## src/rtl/alu_pkg.sv

```systemverilog
// Shared definitions for the alu8 block: operation select codes,
// default datapath width and the status-flag bundle.
// Imported by alu8_if, alu8_core and alu8.
package alu_pkg;

  localparam int ALU_WIDTH = 8;

  localparam logic [1:0] ALU_ADD = 2'b00;
  localparam logic [1:0] ALU_SUB = 2'b01;
  localparam logic [1:0] ALU_AND = 2'b10;
  localparam logic [1:0] ALU_OR  = 2'b11;

  typedef struct packed {
    logic zero;
    logic negative;
    logic carry;
    logic overflow;
  } alu_flags_t;

  // Flag state presented while in reset: a cleared result reads as zero.
  localparam alu_flags_t FLAGS_RST = '{zero: 1'b1, negative: 1'b0, carry: 1'b0, overflow: 1'b0};

endpackage

```

## src/rtl/alu8_if.sv

```systemverilog
// Operand/result bundle between the register file side and the ALU.
// Ports: in_valid/a/b/sel towards the ALU; out_valid/result/zero/negative/carry/overflow back.
// slave modport is the ALU side, master modport is the requester side.
interface alu8_if #(
  parameter int WIDTH = alu_pkg::ALU_WIDTH
);
  logic             in_valid;
  logic [WIDTH-1:0] a;
  logic [WIDTH-1:0] b;
  logic [1:0]       sel;
  logic             out_valid;
  logic [WIDTH-1:0] result;
  logic             zero;
  logic             negative;
  logic             carry;
  logic             overflow;

  modport slave (
    input  in_valid, a, b, sel,
    output out_valid, result, zero, negative, carry, overflow
  );

  modport master (
    output in_valid, a, b, sel,
    input  out_valid, result, zero, negative, carry, overflow
  );
endinterface

```

## src/rtl/alu8_core.sv

```systemverilog
// Combinational ALU core: ADD/SUB/AND/OR with zero/negative/carry/overflow flags.
// Latency: none (pure combinational). Backpressure: not applicable.
// Ports: a, b, sel in; result, flags out.
module alu8_core
  import alu_pkg::*;
#(
  parameter int WIDTH = ALU_WIDTH
) (
  input  logic [WIDTH-1:0] a,
  input  logic [WIDTH-1:0] b,
  input  logic [1:0]       sel,
  output logic [WIDTH-1:0] result,
  output alu_flags_t       flags
);

  // One extra bit so that bit WIDTH carries the carry-out (ADD) or the
  // borrow (SUB: the zero-extended difference goes negative iff a < b).
  logic [WIDTH:0] sum;
  logic [WIDTH:0] diff;

  always_comb begin
    sum    = {1'b0, a} + {1'b0, b};
    diff   = {1'b0, a} - {1'b0, b};
    result = '0;
    flags  = '0;
    case (sel)
      ALU_ADD: begin
        result         = sum[WIDTH-1:0];
        flags.carry    = sum[WIDTH];
        flags.overflow = (a[WIDTH-1] == b[WIDTH-1]) && (sum[WIDTH-1] != a[WIDTH-1]);
      end
      ALU_SUB: begin
        result         = diff[WIDTH-1:0];
        flags.carry    = diff[WIDTH];
        flags.overflow = (a[WIDTH-1] != b[WIDTH-1]) && (diff[WIDTH-1] != a[WIDTH-1]);
      end
      ALU_AND: begin
        result = a & b;
      end
      default: begin
        result = a | b;
      end
    endcase
    flags.zero     = (result == '0);
    flags.negative = result[WIDTH-1];
  end

endmodule

```

## src/rtl/alu8.sv

```systemverilog
// Registered 8-bit ALU: core result and flags captured on every valid operand pair.
// Latency: 1 cycle, one op per cycle; no backpressure (always accepts).
// Ports: clk, rst_n (async active-low), bus (alu8_if.slave) carrying operands and results.
module alu8
  import alu_pkg::*;
#(
  parameter int WIDTH = ALU_WIDTH
) (
  input logic   clk,
  input logic   rst_n,
  alu8_if.slave bus
);

  logic [WIDTH-1:0] core_result;
  alu_flags_t       core_flags;

  logic             valid_q;
  logic [WIDTH-1:0] result_q;
  alu_flags_t       flags_q;

  alu8_core #(.WIDTH(WIDTH)) u_core (
    .a      (bus.a),
    .b      (bus.b),
    .sel    (bus.sel),
    .result (core_result),
    .flags  (core_flags)
  );

  // Result and flags only load on a valid op so that idle cycles leave
  // the last answer visible to the writeback stage.
  always_ff @(posedge clk or negedge rst_n) begin
    if (!rst_n) begin
      valid_q  <= 1'b0;
      result_q <= '0;
      flags_q  <= FLAGS_RST;
    end else begin
      valid_q <= bus.in_valid;
      if (bus.in_valid) begin
        result_q <= core_result;
        flags_q  <= core_flags;
      end
    end
  end

  assign bus.out_valid = valid_q;
  assign bus.result    = result_q;
  assign bus.zero      = flags_q.zero;
  assign bus.negative  = flags_q.negative;
  assign bus.carry     = flags_q.carry;
  assign bus.overflow  = flags_q.overflow;

endmodule

```

## src/flat_wrapper.sv

```systemverilog
// flat-port wrapper written by rule: the top's interface ports become plain ports
module alu8_flat import alu_pkg::*;
#(
  parameter int WIDTH = ALU_WIDTH
)
  (clk, rst_n, bus_in_valid, bus_a, bus_b, bus_sel, bus_out_valid, bus_result, bus_zero, bus_negative, bus_carry, bus_overflow);
  alu8_if #(.WIDTH(WIDTH)) bus_i ();
  input logic clk;
  input logic rst_n;
  input wire logic [$bits(bus_i.in_valid)-1:0] bus_in_valid;
  input wire logic [$bits(bus_i.a)-1:0] bus_a;
  input wire logic [$bits(bus_i.b)-1:0] bus_b;
  input wire logic [$bits(bus_i.sel)-1:0] bus_sel;
  output wire logic [$bits(bus_i.out_valid)-1:0] bus_out_valid;
  output wire logic [$bits(bus_i.result)-1:0] bus_result;
  output wire logic [$bits(bus_i.zero)-1:0] bus_zero;
  output wire logic [$bits(bus_i.negative)-1:0] bus_negative;
  output wire logic [$bits(bus_i.carry)-1:0] bus_carry;
  output wire logic [$bits(bus_i.overflow)-1:0] bus_overflow;
  assign bus_i.in_valid = bus_in_valid;
  assign bus_i.a = bus_a;
  assign bus_i.b = bus_b;
  assign bus_i.sel = bus_sel;
  assign bus_out_valid = bus_i.out_valid;
  assign bus_result = bus_i.result;
  assign bus_zero = bus_i.zero;
  assign bus_negative = bus_i.negative;
  assign bus_carry = bus_i.carry;
  assign bus_overflow = bus_i.overflow;
  alu8 #(.WIDTH(WIDTH)) u_core (.clk(clk), .rst_n(rst_n), .bus(bus_i));
endmodule
```

## config.mk

```make
export PLATFORM = sky130hd
export DESIGN_NAME = alu8_flat
export DESIGN_NICKNAME = d
export VERILOG_FILES = /design/src/rtl/alu_pkg.sv /design/src/rtl/alu8_if.sv /design/src/rtl/alu8_core.sv /design/src/rtl/alu8.sv /design/src/flat_wrapper.sv
export SDC_FILE = /design/constraint.sdc
export NUM_CORES = 1
export LEC_CHECK = 0
export CAP_MARGIN = 20
export CORE_ASPECT_RATIO = 1.25
export CORE_MARGIN = 3
export CORE_UTILIZATION = 40
export DETAILED_ROUTE_END_ITERATION = 8
export REMOVE_ABC_BUFFERS = 1
export SLEW_MARGIN = 20
export SYNTH_ARGS = -nofsm -noshare
export SYNTH_HDL_FRONTEND = slang
export SYNTH_SLANG_ARGS = --single-unit
```

## constraint.sdc

```tcl
create_clock -name clk -period 1 [get_ports clk]
set_input_delay 0.2 -clock clk [delete_from_list [all_inputs] [get_ports clk]]
set_output_delay 0.2 -clock clk [all_outputs]
set_load 0.01 [all_outputs]
```

Word-level counts from Yosys, hierarchy flattened
Index checks and enable logic that the tools add are counted.
- register bits after elaboration: 13
- input port bits: 21
- output and inout bits: 13
- logic and storage cells: 22
- add/sub/neg operators: 2
- equality and inequality tests: 6
- multiplexer cells: 2
- bitwise operators: 2
- reduce and logical (&&, ||, !) cells: 4
- operators with widths (cell ; number):
    one-hot mux 8 bit (3 select lines) ; 1
    adder 8 x 8 -> 9 bit ; 1
    subtractor 8 x 8 -> 9 bit ; 1
    AND 8 bit ; 1
    logical NOT 8 bit ; 1
    OR 8 bit ; 1
    one-hot mux 2 bit (2 select lines) ; 1
    != test 1 bit ; 3
    equality test 2 x 1 -> 1 bit, second input constant ; 1
    equality test 2 bit, second input constant ; 1
    logical AND 1 bit ; 2
    logical NOT 2 bit ; 1
    equality test 1 bit ; 1

Logic depth before layout (Yosys ltp)
Gate-level depths: netlist of run 1.
- depth after elaboration: 4
- gate-level depth with buffers: 9
- depth with buffers taken out: 9

Modules after synthesis
From an unflattened synthesis of run 1, not the netlist that was laid out.
- cells, all modules: 175
- area total of the unflattened synthesis: 1571.5 µm²
- by module, submodules not included (module ; times used ; cells an instance ; area each (µm²) ; seq. area each (µm²)):
    alu8_core ; 1 ; 149 ; 1061.0 ; 0.0
    alu8 ; 1 ; 26 ; 510.5 ; 326.6

Worst setup path after synthesis of run 1
Ideal clock, no wire load.
- path type: input-to-reg
- start point: input bus_b[0]
- end point: register u_core.result_q[6] (netlist: u_core.bus.result[6])
- data arrival time: 1.906 ns
- slack: -1.030 ns
- stages: 8
- buffers on the path: 0
- cell sequence: ha_1 > fa_1 > a21oi_1 > o22ai_1 > or4_1 > a31oi_1 > nor2_1 > mux2_2
- longest elaborated chain between the ends: 2
- elaborated cells on any way between the ends: 3
- those cells by class: add/sub: 2; mux: 1
- ends and longest elaborated chain (item ; line ; source):
    start, declared ; flat_wrapper.sv:12 ; input wire logic [$bits(bus_i.b)-1:0] bus_b;
    subtractor 8 x 8 -> 9 bit or adder 8 x 8 -> 9 bit (tied branches) ; alu8_core.sv:23, alu8_core.sv:22 ;
    one-hot mux 8 bit (3 select lines) * ; alu8_core.sv:26 ; case (sel)
    end signal, assigned ; alu8.sv:39 ; result_q <= core_result;
    end, declared ; alu8.sv:18 ; logic [WIDTH-1:0] result_q;
Every way passes the cells marked *; elsewhere a longest branch is shown, timed or not.
A chain may end at the register's enable or synchronous reset.

Worst setup path after layout of run 1
- start point: input bus_a[0]
- end point: register u_core.result_q[6] (netlist: u_core.bus.result[6])
- longest elaborated chain between the ends: 2
- elaborated cells on any way between the ends: 3
- those cells by class: add/sub: 2; mux: 1
- ends and longest elaborated chain (item ; line ; source):
    start, declared ; flat_wrapper.sv:11 ; input wire logic [$bits(bus_i.a)-1:0] bus_a;
    subtractor 8 x 8 -> 9 bit or adder 8 x 8 -> 9 bit (tied branches) ; alu8_core.sv:23, alu8_core.sv:22 ;
    one-hot mux 8 bit (3 select lines) * ; alu8_core.sv:26 ;
Marks and branches as above.

==> impl_metrics.tcl, run 1 <==
set metrics [dict create \
    outcome "complete, but fails checks" \
    violations "negative setup slack" \
    post-route-period-util 1.99 \
    async_reset_ff_frac 1.00 \
    crit_buf_inv 1 \
    first_iter_violations 230 \
    wl_microns 7780 \
    ant_nets 0 \
    grt_max_degree 20 \
    gp_congestion 0.914 \
    p_leak_uw 0.00153 \
    ys_seq_area_frac 0.178 \
    grt_pass1_wl_microns 11100 \
    fin_setup_tns_ns -7.65 \
    nets 374 \
    synthToLayoutAreaGrowth_pct 103 \
    die_h_microns 78.7 \
    grt_pass1_vias 2340 \
    io_buffers 33 \
    skew_ns 0 \
    drc 0 \
    clk_latency_ns 0.25 \
    worst_path_largest_cell_delay_ns 0.43 \
    cp_top_family "simple AND/OR/NAND/NOR gates" \
    avgSynthCellArea_sq_um 8.37 \
    drv_cap 0 \
    drive_gt1_frac 0.693 \
    synth_common_cells "24 x ha_1, 22 x inv_1, 15 x nor2_1" \
    p_switching_uw 1170 \
    die_area_sq_mm 0.00505 \
    syn_area_sq_mm 0.00169 \
    grt_remaining_overflow 0 \
    ys.flop_type "dfrtp_1" \
    num_vias 2267 \
    final.min_clock_period_ns 1.99 \
    cts.sinks 12 \
    start_kind "input port" \
    endpoint_kind "register" \
    fmax_ghz 0.503 \
    first_pass_iters 4 \
    antenna_found_initial 0 \
    final_util 0.878 \
    setup_violations 13 \
    hold_violations 0 \
    timing.final.ws_setup_ns -0.989 \
    core-area_sq_mm 0.00391 \
    clkTransAtPathRegs_ns 0.05 \
    antennaDiodeCount 0 \
    cts-root-buf "clkbuf_8" \
    maxSlewViolCount 0 \
    yosysTopAreaCellShare 0.178 \
    worstMarginPinSlew_ns 0.424 \
    powerDensity_mw_per_mm2 910 \
    grt.total_usage 0.279 \
    ys_warn_count 0 \
    pin_count 34 \
    clkPwrFrac 0.176 \
    p_total_uw 3130 \
    ys_seq_elements 12 \
    hold_class "input port to asynchronous set/reset pin" \
    cts_buffer_depth 2 \
    p_int_uw 1950 \
    syn_inst 202 \
    criticalPathCategory "input port to register" \
    cp_max_fo 3 \
    synth-edff-count 0 \
    worstPathRequired_ns 1.14 \
    cts_made_buffers 3 \
    pwr-share-seq 0.191 \
    switching_share 0.376 \
    die_x_microns 64.1 \
    via_per_inst 5.97 \
    yosysMostFrequentCell "ha_1" \
    std_cell_rows 25 \
    synth_area_leaders "ha_1 18%, dfrtp_1 16%, inv_1 4.9%" \
    cp_slowest_cell "or4_1" \
    initial_core_util 0.432 \
    cts_max_level 1 \
    rsz0062_at_grt "true" \
    synth_largest_area_cell "ha_1" \
    hpwlAfterDp_microns 4080 \
    arrival_ns 2.12 \
    path_cells "buf_8 > ha_4 > fa_2 > a21oi_2 > o22ai_2 > or4_1 > a31oi_1 > nor2_1 > mux2_4" \
    pwr-share-comb 0.633 \
    cts_tree "built" \
    detail_route.wl_per_cell_microns 20.5 \
    ir_worst_vdd_v 0.000438 \
    ys_types 58 \
    fillers 170 \
    max-slew-margin-rel 0.715 \
]
[layer usage]
metal / GRT usage / vias to the layer above / share of wire
met5: 0 / - / 0
met2: 0.538 / 153 / 0.51
met1: 0.285 / 1082 / 0.35
met3: 0.0358 / 53 / 0.068
li1: - / 979 / -
met4: 0.148 / 0 / 0.070
[path summary, 6_finish.rpt]
kind,end,slack [ns],startpoint,cells past startpoint
worst max-delay path,u_core.bus.result[6],-0.99,bus_a[0],9
worst max register to register,u_core.bus.zero,0.02,u_core.bus.zero,4
max in group asynchronous,u_core.bus.result[1],0.49,rst_n,2
worst min-delay path,u_core.bus.out_valid,0.17,rst_n,1
worst min register to register,u_core.bus.result[1],0.52,u_core.bus.result[1],1
min in group clk,u_core.bus.result[1],0.52,u_core.bus.result[1],1
[registers in the layout (all words and copies together), names as in the netlist]
| signal | count |
|---|---|
| u_core.bus.zero | 1 |
| u_core.bus.negative | 1 |
| u_core.bus.carry | 1 |
| u_core.bus.overflow | 1 |
| u_core.bus.result | 7 |
| u_core.bus.out_valid | 1 |
[worst reg2reg max path, cell delays in order (launching register included)]
cell and delay, ns:
dfstp_2 0.54, buf_4 0.11, buf_4 0.10, nand2b_1 0.07, o41ai_2 0.06
[final cells by class]
cell class	instances	area, sq um	area share
clock buffers	4	55.1	0.0160
inverters	25	131	0.0383
multi-input cells	155	1790	0.522
flip-flops and latches	12	302	0.0878
well taps	54	67.6	0.0197
repair buffers	130	1090	0.316
[stage by stage]
stage          setup slack [ns]  hold slack, ns  cell area (sq um)  cells
2_1_floorplan             -1.03         -0.0956               1640    192
3_3_place_gp              -1.58           0.420               2530    345
3_5_place_dp              -1.69           0.428               2530    345
4_1_cts                  -0.897           0.170               3220    374
5_1_grt                   -1.09           0.191               3430    380
6_report                 -0.989           0.167               3430    380
[cell usage in the layout, fill, tap and decap left out, types with 4 or more instances in the layout]
cell type / synthesis / routed
inv_1: 22 / 8
buf_8: 0 / 5
mux2_4: 0 / 6
a21oi_2: 0 / 5
inv_6: 0 / 4
dfrtp_1: 11 / 11
buf_4: 1 / 78
buf_6: 1 / 22
inv_2: 3 / 8
ha_1: 24 / 5
buf_2: 5 / 18
o21ai_0: 10 / 5
nand2_1: 8 / 7
ha_4: 0 / 16
nor2_1: 15 / 10
clkbuf_8: 0 / 4
inv_4: 0 / 4
nor3_1: 8 / 7
[power groups by stage]
stage	Sequential (uW)	Clock, uW	Combinational (uW)
finish	597	550	1980
global route	604	569	2080
CTS	594	537	1690
detailed placement	605	0	1290
global placement	599	0	1250
floorplan	639	0	557
[cell families (layout without fill, tap and decap cells)]
logic type | count (synthesis) | count (layout) | share of synthesized area
and+or+nand+nor | 60 | 60 | 0.209
adders and majority gates | 26 | 26 | 0.201
xor gates and xnor gates | 3 | 3 | 0.0155
muxes | 11 | 11 | 0.0770
buffers and inverters | 35 | 159 | 0.0881
AOI/OAI and AO/OA | 55 | 55 | 0.231
DFF | 12 | 12 | 0.178
[what timing repair did]
item                                    CTS  global route
resized for setup                       252            33
gates cloned                              1             0
setup buffers                            26             8
hold buffers                              0             0
pin swaps                                48            27
endpoints found under the setup margin   24            15
(Power assumes the default switching activity.)
==> run 2, diff against run 1 <==
Settings changed: CAP_MARGIN 20 to not set.
==> results of run 2 <==
Final layout, timing and power as in run 1 (identical DEF).
==> run 3, diff against run 2 <==
Settings changed: ABC_AREA set to 1, PLACE_DENSITY set to 0.65.
==> run 3 against run 2 <==
Against the previous run:
- the flow still finishes with violations (negative setup slack)
- setup slack improved by 0.41 ns
- area after synthesis shrank 3.6%
- maximum frequency grew 26%
- global-route usage shrank 7.3 points
- sequential share of layout area is 1.0 points higher
- die area fell by 3.3%
- largest cell class unchanged
==> impl_metrics.tcl, run 3 <==
set metrics [dict create \
    worstPathRequired_ns 1.18 \
    yosysTopAreaCellShare 0.198 \
    io_buffers 33 \
    initial_core_util 0.424 \
    seqCellArea_sq_um 302 \
    gp_congestion 0.880 \
    hpwlAfterDp_microns 3580 \
    multi_input_area_sq_mm 0.00158 \
    setup_violations 13 \
    first_pass_iters 4 \
    cts_max_level 1 \
    final_common_cell "buf_4" \
    cts_tree "built" \
    via_per_inst 5.07 \
    pin_count 34 \
    path_cells "buf_8 > ha_4 > fa_2 > or2_4 > nand3_2 > nand4_1 > nor2_1 > nand3_1 > nor2_1 > nand2_1 > nand2_1" \
    ys.flop_type "dfrtp_1" \
    ys_warn_count 0 \
    r2r_start "u_core.bus.negative" \
    grt_remaining_overflow 0 \
    cp_top_family "simple AND/OR/NAND/NOR gates" \
    violations "negative setup slack" \
    core-area_sq_mm 0.00385 \
    worstMarginPinSlew_ns 0.291 \
    crit_buf_inv 1 \
    final_cell_mix "65 x buf_4, 59 x nand2_1, 22 x inv_2, 21 x nand2_2, 18 x buf_6" \
    post-route-period-util 1.58 \
    synth-edff-count 0 \
    max-slew-margin-rel 0.806 \
    cp_max_fo 3 \
    fillers 246 \
    outcome "complete, but fails checks" \
    cp_slowest_cell "fa_2" \
    syn_area_sq_mm 0.00163 \
    powerDensity_mw_per_mm2 849 \
    ant_nets 0 \
    ys_seq_elements 12 \
    detail_route.wl_per_cell_microns 14.7 \
    synth_area_leaders "nand2_1 20%, ha_1 18%, dfrtp_1 17%" \
    cts_buffer_depth 2 \
    synthToLayoutAreaGrowth_pct 88.1 \
    std_cell_rows 25 \
    clk_latency_ns 0.23 \
    skew_ns 0 \
    clkTransAtPathRegs_ns 0.05 \
    cts_made_buffers 3 \
    worst-r2r-setup-slack_ns 0.06 \
    hold_class "input port to asynchronous set/reset pin" \
    yosysMostFrequentCell "nand2_1" \
    grt_max_degree 14 \
    async_reset_ff_frac 1.00 \
    arrival_ns 1.76 \
    hold_violations 0 \
    ir_worst_vdd_v 0.000395 \
    criticalPathCategory "input port to register" \
    nets 409 \
    p_total_uw 2600 \
    start_kind "input port" \
    reg2reg_depth 5 \
    die_x_microns 63.1 \
    p_leak_uw 0.00158 \
    largest_reg_flops 7 \
    drv_cap 0 \
    first_iter_violations 126 \
    fmax_ghz 0.632 \
    cts.sinks 12 \
    drive_gt1_frac 0.623 \
    ys_seq_area_frac 0.185 \
    die_h_microns 77.4 \
    rsz0062_at_grt "true" \
    r2r-end "u_core.bus.negative" \
    maxSlewViolCount 0 \
    cts-root-buf "clkbuf_8" \
    wl_microns 6090 \
    ys_types 29 \
    grt_pass1_vias 1982 \
    grt.total_usage 0.206 \
    antennaDiodeCount 0 \
    worst_path_largest_cell_delay_ns 0.38 \
    syn_inst 256 \
    die_area_sq_mm 0.00488 \
    hold_slack_ns 0.197 \
    synth_largest_area_cell "nand2_1" \
    synth_common_cells "86 x nand2_1, 39 x inv_1, 28 x nand3_1" \
    final.min_clock_period_ns 1.58 \
    antenna_found_initial 0 \
    drc 0 \
    timing.final.ws_setup_ns -0.583 \
    num_vias 2102 \
    avgSynthCellArea_sq_um 6.37 \
    grt_pass1_wl_microns 8360 \
    endpoint_kind "register" \
]
==> run 3: kinds of logic (layout without fill, tap and decap cells) <==
logic type / after synthesis / after routing / share of synthesized area
adder cells (fa/ha/maj): 26 / 26 / 0.209
buffers and inverters: 50 / 155 / 0.134
XOR/XNOR: 2 / 2 / 0.0107
AND/OR/NAND/NOR: 147 / 147 / 0.393
flip-flops: 12 / 12 / 0.185
AO/OA/AOI/OAI: 19 / 19 / 0.0691
==> run 3: area by class of cell <==
type / instances / share of cell area
Timing Repair Buffer: 109 / 0.295
Sequential cell: 12 / 0.0983
Inverter: 42 / 0.0547
Tap cell: 54 / 0.0220
Clock buffer: 4 / 0.0147
Multi-Input combinational cell: 194 / 0.515
==> run 3: repair_timing <==
action                                  4_1_cts  5_1_grt
gates resized for setup                     224       56
buffers inserted                              8       10
hold buffers                                  0        0
endpoints found under the setup margin       24       13
pin swaps                                    51       53
==> run 3: worst max-delay path by stage <==
stage | startpoint | to | slack (ns) | cells after the start
CTS | bus_a[0] | u_core.bus.result[6] | -0.50 | 14
global placement | bus_a[0] | u_core.bus.zero | -1.24 | 15
global route | bus_a[0] | u_core.bus.zero | -0.67 | 15
detailed placement | bus_a[0] | u_core.bus.zero | -1.29 | 15
floorplan | bus_a[0] | u_core.bus.zero | -0.60 | 14
finish | bus_b[0] | u_core.bus.zero | -0.58 | 11
==> run 3: report_power, final <==
| part | internal, uW | switching, uW | leakage (uW) |
|---|---|---|---|
| logic | 783 | 809 | 0.00141 |
| clock network | 279 | 160 | 0.0000228 |
| registers | 545 | 26.9 | 0.000146 |
| total | 1610 | 996 | 0.00158 |
==> run 3: layer usage <==
layer  wire length (microns)  vias up  part of all wire  track usage
met5                       0        -                 0            0
met4                     341        0             0.056       0.0662
met3                     258       30             0.042       0.0174
met2                    3280       85              0.54        0.399
met1                    2210      981              0.36        0.232
li1                        -     1006                 -            -
==> run 3: through the flow <==
step	worst slack, ns	instance area [sq um]	utilization	instances	TNS, ns
6_report	-0.583	3070	0.797	415	-4.51
5_1_grt	-0.672	3070	0.797	415	-5.29
4_1_cts	-0.504	2780	0.722	407	-4.00
3_5_place_dp	-1.29	2420	0.629	395	-13.31
3_3_place_gp	-1.24	2420	0.629	395	-12.85
2_1_floorplan	-0.595	1570	-	248	-4.59
